==> config.mk <==
export PLATFORM = sky130hd
export DESIGN_NAME = layer_out_serializer_flat
export DESIGN_NICKNAME = d
export VERILOG_FILES = /design/src/rtl/fnn_pkg.sv /design/src/rtl/layer_out_serializer_if.sv /design/src/rtl/layer_out_serializer.sv /design/src/flat_wrapper.sv
export SDC_FILE = /design/constraint.sdc
export NUM_CORES = 1
export LEC_CHECK = 0
export CORE_UTILIZATION = 50
export CTS_CLUSTER_SIZE = 20
export DETAILED_ROUTE_END_ITERATION = 12
export HOLD_SLACK_MARGIN = 0.05
export PLACE_DENSITY = 0.81
export SYNTH_ARGS = -nofsm -noshare
export SYNTH_HDL_FRONTEND = slang
export SYNTH_SLANG_ARGS = --single-unit
==> constraint.sdc <==
create_clock -name clk -period 2.82 [get_ports clk]
set_input_delay 0.705 -clock clk [delete_from_list [all_inputs] [get_ports clk]]
set_output_delay 0.705 -clock clk [all_outputs]
set_load 0.005 [all_outputs]
==> src/rtl/fnn_pkg.sv <==
// Shared definitions for the fully connected layer datapath: default word width,
// serializer FSM states and a packed-vector word slicer.
package fnn_pkg;

    localparam int unsigned DEFAULT_DATA_WIDTH = 16;
    localparam int unsigned MAX_WORDS          = 64;

    typedef enum logic {
        IDLE  = 1'b0,
        SHIFT = 1'b1
    } ser_state_t;

    // Word idx of a packed buffer, word 0 in the least significant bits.
    function automatic logic [DEFAULT_DATA_WIDTH-1:0] get_word(
        input logic [MAX_WORDS*DEFAULT_DATA_WIDTH-1:0] buffer,
        input int unsigned                             idx
    );
        return buffer[idx*DEFAULT_DATA_WIDTH +: DEFAULT_DATA_WIDTH];
    endfunction

endpackage

==> src/rtl/layer_out_serializer_if.sv <==
// Parallel neuron outputs of layer L in, serial myinput/myinputValid stream out.
interface layer_out_serializer_if #(
    parameter int NUM_NEURONS = 30,
    parameter int DATA_WIDTH  = 16
);
    logic [NUM_NEURONS*DATA_WIDTH-1:0] neuron_out;
    logic [NUM_NEURONS-1:0]            neuron_valid;
    logic [DATA_WIDTH-1:0]             out_data;
    logic                              out_valid;

    modport slave (
        input  neuron_out,
        input  neuron_valid,
        output out_data,
        output out_valid
    );

    modport master (
        output neuron_out,
        output neuron_valid,
        input  out_data,
        input  out_valid
    );
endinterface

==> src/rtl/layer_out_serializer.sv <==
// Captures one frame of neuron outputs and streams it one word per cycle to the
// next layer, with back-to-back frame acceptance and sticky error flags.
module layer_out_serializer
    import fnn_pkg::*;
#(
    parameter int NUM_NEURONS = 30,
    parameter int DATA_WIDTH  = DEFAULT_DATA_WIDTH,
    parameter int CNT_WIDTH   = $clog2(NUM_NEURONS)
) (
    input  logic                  clk,
    input  logic                  rst,
    layer_out_serializer_if.slave bus,
    input  logic                  clr_err,
    output logic                  busy,
    output logic                  frame_done,
    output logic                  err_overrun,
    output logic                  err_partial
);

    localparam int                   BUF_BITS = NUM_NEURONS * DATA_WIDTH;
    localparam logic [CNT_WIDTH-1:0] LAST_IDX = CNT_WIDTH'(NUM_NEURONS - 1);
    localparam bit USE_PKG_SLICE = (DATA_WIDTH == int'(DEFAULT_DATA_WIDTH)) &&
                                   (NUM_NEURONS < int'(MAX_WORDS));

    ser_state_t            state_r, state_n;
    logic [CNT_WIDTH-1:0]  index_r, index_n;
    logic [BUF_BITS-1:0]   buffer_r, buffer_n;
    logic [DATA_WIDTH-1:0] out_data_r, out_data_n;
    logic                  out_valid_r, out_valid_n;
    logic                  busy_r, busy_n;
    logic                  frame_done_r, frame_done_n;
    logic                  err_overrun_r, err_overrun_n;
    logic                  err_partial_r, err_partial_n;

    logic                  fire_s, partial_s, last_s, capture_s, overrun_s;
    logic [CNT_WIDTH-1:0]  next_idx_s;
    logic [DATA_WIDTH-1:0] word_s;

    assign fire_s     = &bus.neuron_valid;
    assign partial_s  = (|bus.neuron_valid) & ~fire_s;
    assign last_s     = (index_r == LAST_IDX);
    assign capture_s  = fire_s & ((state_r == IDLE) | last_s);
    assign overrun_s  = fire_s & (state_r == SHIFT) & ~last_s;
    assign next_idx_s = index_r + CNT_WIDTH'(1);

    // Word for the next beat; only consumed while the index is below the last.
    generate
        if (USE_PKG_SLICE) begin : g_pkg_slice
            logic [MAX_WORDS*DEFAULT_DATA_WIDTH-1:0] buf_ext_s;
            assign buf_ext_s = {{(MAX_WORDS*DEFAULT_DATA_WIDTH-BUF_BITS){1'b0}}, buffer_r};
            assign word_s    = get_word(buf_ext_s, 32'(next_idx_s));
        end else begin : g_direct_slice
            assign word_s = buffer_r[int'(next_idx_s)*DATA_WIDTH +: DATA_WIDTH];
        end
    endgenerate

    // Next-state and next-output computation; outputs describe the upcoming cycle.
    always_comb begin
        state_n      = state_r;
        index_n      = index_r;
        buffer_n     = buffer_r;
        out_data_n   = out_data_r;
        out_valid_n  = 1'b0;
        busy_n       = 1'b0;
        frame_done_n = 1'b0;
        if (capture_s) begin
            state_n     = SHIFT;
            index_n     = {CNT_WIDTH{1'b0}};
            buffer_n    = bus.neuron_out;
            out_data_n  = bus.neuron_out[DATA_WIDTH-1:0];
            out_valid_n = 1'b1;
            busy_n      = 1'b1;
        end else begin
            case (state_r)
                IDLE: begin
                    state_n = IDLE;
                end
                SHIFT: begin
                    if (last_s) begin
                        state_n = IDLE;
                    end else begin
                        index_n      = next_idx_s;
                        out_data_n   = word_s;
                        out_valid_n  = 1'b1;
                        busy_n       = 1'b1;
                        frame_done_n = (next_idx_s == LAST_IDX);
                    end
                end
                default: begin
                    state_n = IDLE;
                    index_n = {CNT_WIDTH{1'b0}};
                end
            endcase
        end
    end

    // Sticky error flags: a new event takes priority over clr_err.
    always_comb begin
        if (overrun_s) begin
            err_overrun_n = 1'b1;
        end else if (clr_err) begin
            err_overrun_n = 1'b0;
        end else begin
            err_overrun_n = err_overrun_r;
        end
        if (partial_s) begin
            err_partial_n = 1'b1;
        end else if (clr_err) begin
            err_partial_n = 1'b0;
        end else begin
            err_partial_n = err_partial_r;
        end
    end

    // State, buffer, counter and registered outputs.
    always_ff @(posedge clk) begin
        if (rst) begin
            state_r       <= IDLE;
            index_r       <= {CNT_WIDTH{1'b0}};
            buffer_r      <= {BUF_BITS{1'b0}};
            out_data_r    <= {DATA_WIDTH{1'b0}};
            out_valid_r   <= 1'b0;
            busy_r        <= 1'b0;
            frame_done_r  <= 1'b0;
            err_overrun_r <= 1'b0;
            err_partial_r <= 1'b0;
        end else begin
            state_r       <= state_n;
            index_r       <= index_n;
            buffer_r      <= buffer_n;
            out_data_r    <= out_data_n;
            out_valid_r   <= out_valid_n;
            busy_r        <= busy_n;
            frame_done_r  <= frame_done_n;
            err_overrun_r <= err_overrun_n;
            err_partial_r <= err_partial_n;
        end
    end

    assign bus.out_data  = out_data_r;
    assign bus.out_valid = out_valid_r;
    assign busy          = busy_r;
    assign frame_done    = frame_done_r;
    assign err_overrun   = err_overrun_r;
    assign err_partial   = err_partial_r;

endmodule

==> src/flat_wrapper.sv <==
// flat-port wrapper written by rule: the top's interface ports become plain ports
module layer_out_serializer_flat import fnn_pkg::*;
#(
    parameter int NUM_NEURONS = 30,
    parameter int DATA_WIDTH  = DEFAULT_DATA_WIDTH,
    parameter int CNT_WIDTH   = $clog2(NUM_NEURONS)
)
  (clk, rst, clr_err, busy, frame_done, err_overrun, err_partial, bus_neuron_out, bus_neuron_valid, bus_out_data, bus_out_valid);
  layer_out_serializer_if #(.NUM_NEURONS(NUM_NEURONS), .DATA_WIDTH(DATA_WIDTH)) bus_i ();
  input  logic clk;
  input  logic rst;
  input  logic clr_err;
  output logic busy;
  output logic frame_done;
  output logic err_overrun;
  output logic err_partial;
  input wire logic [$bits(bus_i.neuron_out)-1:0] bus_neuron_out;
  input wire logic [$bits(bus_i.neuron_valid)-1:0] bus_neuron_valid;
  output wire logic [$bits(bus_i.out_data)-1:0] bus_out_data;
  output wire logic [$bits(bus_i.out_valid)-1:0] bus_out_valid;
  assign bus_i.neuron_out = bus_neuron_out;
  assign bus_i.neuron_valid = bus_neuron_valid;
  assign bus_out_data = bus_i.out_data;
  assign bus_out_valid = bus_i.out_valid;
  layer_out_serializer #(.NUM_NEURONS(NUM_NEURONS), .DATA_WIDTH(DATA_WIDTH), .CNT_WIDTH(CNT_WIDTH)) u_core (.clk(clk), .rst(rst), .bus(bus_i), .clr_err(clr_err), .busy(busy), .frame_done(frame_done), .err_overrun(err_overrun), .err_partial(err_partial));
endmodule
; ---- Yosys cells after proc, flatten, opt, wreduce, memory -nomap -nowiden
; Index checks and enable logic that the tools add are counted.
[totals]
ff_bits = 506
output_inout_bits = 21
in_bits = 513
wordCells = 41
[op_classes]
mux = 11
shifts = 1
eq_ne = 3
add_sub_neg = 1
bitwise = 8
n_reduce_logical = 9
[ops]
columns = operator, n
row1 = $shiftx 1024x10->16, 1
row2 = $mux 16, 3
row3 = $reduce_and 30->1, 1
row4 = $reduce_or 30->1, 1
row5 = $eq 5x5->1 const B, 2
row6 = $mux 1, 7
row7 = $reduce_bool 2->1, 3
row8 = $add 5x1->5 const B, 1
row9 = $and 1x1->1, 4
row10 = $reduce_and 2->1, 2
row11 = $reduce_or 4->1, 1
row12 = $not 1->1, 3
row13 = $ne 2x2->1 const B, 1
row14 = $pmux 1 s2, 1
row15 = $reduce_or 2->1, 1
row16 = $or 1x1->1, 1

; ---- Depth between registers and ports, before layout
[logic_depth]
depth_word = 5
depth_mapped = 11
mapped_depth_nobuf = 8

; ---- Worst setup path after synthesis
; OpenSTA, ideal clock, no wires.
[synth_timing]
path_type = reg-to-reg
from = register u_core.index_r[0]
to = register u_core.out_data_r[10] (netlist: u_core.bus.out_data[10])
setup_slack_ns = 0.459
stages_incl_launch_ff = 9
n_path_buf = 2
required_time_ns = 2.693
synth_period_minus_slack_ns = 2.361
arrival_time_ns = 2.234
setup_ns = 0.127
path_cell_list = dfxtp_1 > inv_1 > ha_1 > buf_4 > buf_6 > mux4_2 > a211oi_1 > nor3_1 > or3_1
[synth_between]
elab_chain_len = 5
elab_cells_between_ends = 11
classes_between = 1 x add/sub / 2 x eq/ne / 1 x shift / 3 x mux / 2 x bitwise / 2 x reduce/logical
[synth_lines]
columns = element, line_no
row1 = from (decl), layer_out_serializer.sv:26  ; logic [CNT_WIDTH-1:0] index_r, index_n;
row2 = from (signal assigned), layer_out_serializer.sv:119  ; index_r <= {CNT_WIDTH{1'b0}};
row3 = from (signal assigned), layer_out_serializer.sv:129  ; index_r <= index_n;
row4 = $add 5x1->5, layer_out_serializer.sv:44  ; assign next_idx_s = index_r + CNT_WIDTH'(1);
row5 = net u_core.next_idx_s[0], layer_out_serializer.sv:36  ; logic [CNT_WIDTH-1:0] next_idx_s;
row6 = $shiftx 1024x10->16, fnn_pkg.sv:18  ; return buffer[idx*DEFAULT_DATA_WIDTH +: DEFAULT_DATA_WIDTH];
row7 = $mux 16, layer_out_serializer.sv:79  ; if (last_s) begin
row8 = $mux 16, layer_out_serializer.sv:74  ; case (state_r)
row9 = $mux 16, layer_out_serializer.sv:66  ; if (capture_s) begin
row10 = to (signal assigned), layer_out_serializer.sv:121  ; out_data_r <= {DATA_WIDTH{1'b0}};
row11 = to (signal assigned), layer_out_serializer.sv:131  ; out_data_r <= out_data_n;
row12 = to (decl), layer_out_serializer.sv:28  ; logic [DATA_WIDTH-1:0] out_data_r, out_data_n;
; The timed path passes the listed nets, and every way through them passes these cells. The select of a mux whose other input is x is not followed.
; A chain may end at the register's enable or synchronous reset.

; ---- Worst setup path after layout
[layout_timing]
from = register u_core.index_r[0]
to = register u_core.out_data_r[1] (netlist: u_core.bus.out_data[1])
; Same word-level chain as after synthesis.

==> flow_summary.yaml <==
status:
  status: "completed"
critical_path:
  worst_path_most_repeated_cell: "buf_12"
  crit_path_start_kind: "flop"
  worstPathCellList: "inv_1 > ha_4 > buf_12 > buf_12 > mux4_2 > mux2i_1 > a211oi_1 > or3_1"
  reg2reg_slack_ns: 0.05
  r2r_start: "u_core.index_r[0]"
  worst_setup_path_end_kind: "flop"
  cpPeakStageDelay_ns: 0.56
  cp.arrival_ns: 3.24
  reg2regPathDepth: 8
  crit_family: "multiplexers"
  r2r_end: "u_core.bus.out_data[1]"
  worst_path_max_delay_cell: "mux4_2"
  criticalPathCategory: "reg -> reg"
  required_ns: 3.29
  cp_max_fo: 13
  path_buf_inv: 3
detailed_routing:
  vias: 22030
  detail_route.wl_per_cell_um: 20.81
  drtAntennaViolNets: 0
  routed_wl_um: 80480
  firstDrtPassIters: 6
  drc: 0
  drt-initial-drc-count: 2455
  via_per_inst: 5.695
global_route:
  grt_pass1_wl_um: 119700
  antenna_found_initial: 13
  grt_start_max_net_pins: 166
  track_usage: 0.3531
  grt_overflow: 0
  first_global_vias: 21090
die:
  ios: 534
  dieWidth_um: 210.2
  start_util: 0.5119
  coreArea_um2: 42320
  die-height_um: 210.2
  die_area_um2: 44160
  fp-row-count: 75
synthesis:
  yosysSeqAreaShare: 0.4667
  netlist_instances: 2788
  synth_top_area_cell: "dfxtp_1"
  yosys_most_used_dff: "dfxtp_1"
  synth_area_um2: 21660
  synth_top_area_share: 0.4667
  synth_warnings: 0
  synth_enable_flop_cells: 0
  ys_top_cells_by_area: "dfxtp_1 (47%), nand2_1 (20%), a21oi_1 (11%)"
  syn-num-nets: 3304
  syn_avg_cell_area_um2: 7.770
  synth-seq-cells: 505
  ys_async_sr_fraction: 0
  synth_cell_types: 38
placement:
  dp.cells: 3765
  place_hpwl_um: 59300
  port_buffers: 533
  placed_cell_area_um2: 27900
  gp_congestion: 1.015
clock_tree:
  insertion_delay_ns: 0.61
  clock_sinks: 505
  cts_buffer_depth: 3
  clk_pin_slew_ns: 0.06
  numCtsBuffers: 52
  cts_tree: "built"
  clockRootBuffer: "clkbuf_16"
  htree_levels: 2
layout:
  mostFrequentLayoutCells: "nand2_1 (1174), clkdlybuf4s50_1 (532), dfxtp_1 (504)"
  final_util: 0.7021
  layout_commonest_cell: "nand2_1"
  nets: 3761
  synthToLayoutAreaGrowth_pct: 37.17
  drive_gt1_frac: 0.08039
  nFillCells: 3359
  layoutNonFillerInstCount: 3868
  stdcell_area_um2: 29710
hold_path:
  whs_path_depth: 2
  holdPathEnd: "u_core.buffer_r[476]"
  hold_path_class: "in -> reg"
  min-delay-start: "rst"
power:
  p_per_area_nw_per_um2: 507.1
  vdd_drop_max_mv: 0.3901
  leakagePower_nw: 9.646
sta:
  worst_pin_slew_ns: 0.9466
  finalClockSkew_ns: 0.02390
  fmaxAchievable_ghz: 0.3607
  min_period_ns: 2.772
  maxSlewViolCount: 0
  setup_violations: 0
  period_share: 0.9831
  relSlewSlack: 0.3690
  rsz0062_at_grt: "false"
  hold_ws_ns: 0.3748
  finalHoldViolations: 0
flow_run:
  maxCapViolCount: 0
[cells by family after synthesis]
kind of cell	count (synthesis)	share of synthesized area
fa+ha+maj	3	0.001733
flops	505	0.4667
simple gates	1371	0.2512
xor+xnor	6	0.002773
compound gates	552	0.1341
mux	117	0.09102
buf+inv	234	0.05250
[worst max path at each step]
stage | cells past startpoint | from | slack, ns | end
CTS | 8 | u_core.index_r[0] | 0.08 | u_core.bus.out_data[1]
floorplan | 8 | u_core.index_r[0] | 0.46 | u_core.bus.out_data[10]
global route | 8 | u_core.index_r[1] | 0.02 | u_core.bus.out_data[3]
global placement | 8 | u_core.index_r[0] | -0.16 | u_core.bus.out_data[7]
finish | 8 | u_core.index_r[0] | 0.05 | u_core.bus.out_data[1]
detailed placement | 10 | bus_neuron_valid[2] | -0.20 | u_core.buffer_r[388]
[stage by stage]
stage	setup TNS (ns)	worst slack [ns]	total power, mW
floorplan	0	0.4589	7.403
global placement	-38.07	-0.1608	8.238
detailed placement	-63.85	-0.2036	8.230
CTS	0	0.08391	15.11
global route	0	0.02379	15.42
finish	0	0.04774	15.07
[cell type report]
class,count,area [um^2],share of cell area
Tap cell,577,721.9,0.02430
Clock buffer,79,1554,0.05230
Inverter,3,11.26,0.0003790
Clock inverter,14,165.2,0.005558
Antenna cell,7,17.52,0.0005895
Multi-Input combinational cell,2049,10520,0.3540
Timing Repair Buffer,634,6611,0.2225
Sequential cell,505,10110,0.3404
[per-layer routing]
| layer | global-route usage | vias to the layer above | wire (um) |
|---|---|---|---|
| li1 | - | 10230 | - |
| met3 | 0.06377 | 214 | 6937 |
| met2 | 0.5782 | 1167 | 38000 |
| met1 | 0.4439 | 10410 | 31370 |
| met5 | 0 | - | 62 |
| met4 | 0.1880 | 10 | 4116 |
[flip-flops by register name, indices dropped and copies added, names as in the netlist]
| register | flops |
|---|---|
| u_core.buffer_r | 480 |
| u_core.bus.out_data | 16 |
| u_core.err_overrun | 1 |
| u_core.err_partial | 1 |
| u_core.frame_done | 1 |
| u_core.index_r | 5 |
| u_core.state_r | 1 |
[cells in the mapped netlist, types with 4 or more instances]
library cell  number
nor3_1            19
nand4_1           28
buf_4             29
mux4_2            64
o221ai_1           4
mux2i_1           53
nor4_1             9
nor2_1            24
or3_1             15
nand2_1         1174
a32oi_1            6
buf_1              6
dfxtp_1          505
a21oi_1          490
o21ai_0            5
buf_2             96
o22ai_1           12
clkbuf_1          96
a31oi_1            8
o311ai_0           4
buf_6              4
nand3_1           93
a211oi_1          18
[report_power, final]
| group | leakage [nW] | switching (mW) | internal, mW |
|---|---|---|---|
| combinational | 4.73 | 0.315 | 0.643 |
| clock | 0.846 | 2.91 | 4.07 |
| sequential | 4.07 | 0.000394 | 7.13 |
| total | 9.65 | 3.23 | 11.8 |
[what timing repair did]
| action | 4_1_cts | 5_1_grt |
|---|---|---|
| setup endpoints to repair | 7 | 6 |
| setup buffers | 3 | 0 |
| pin swaps | 1 | 0 |
| hold buffers | 0 | 0 |
| resized for setup | 5 | 3 |
| cloned | 0 | 0 |
No activity file was read; power rests on OpenSTA's default activity.
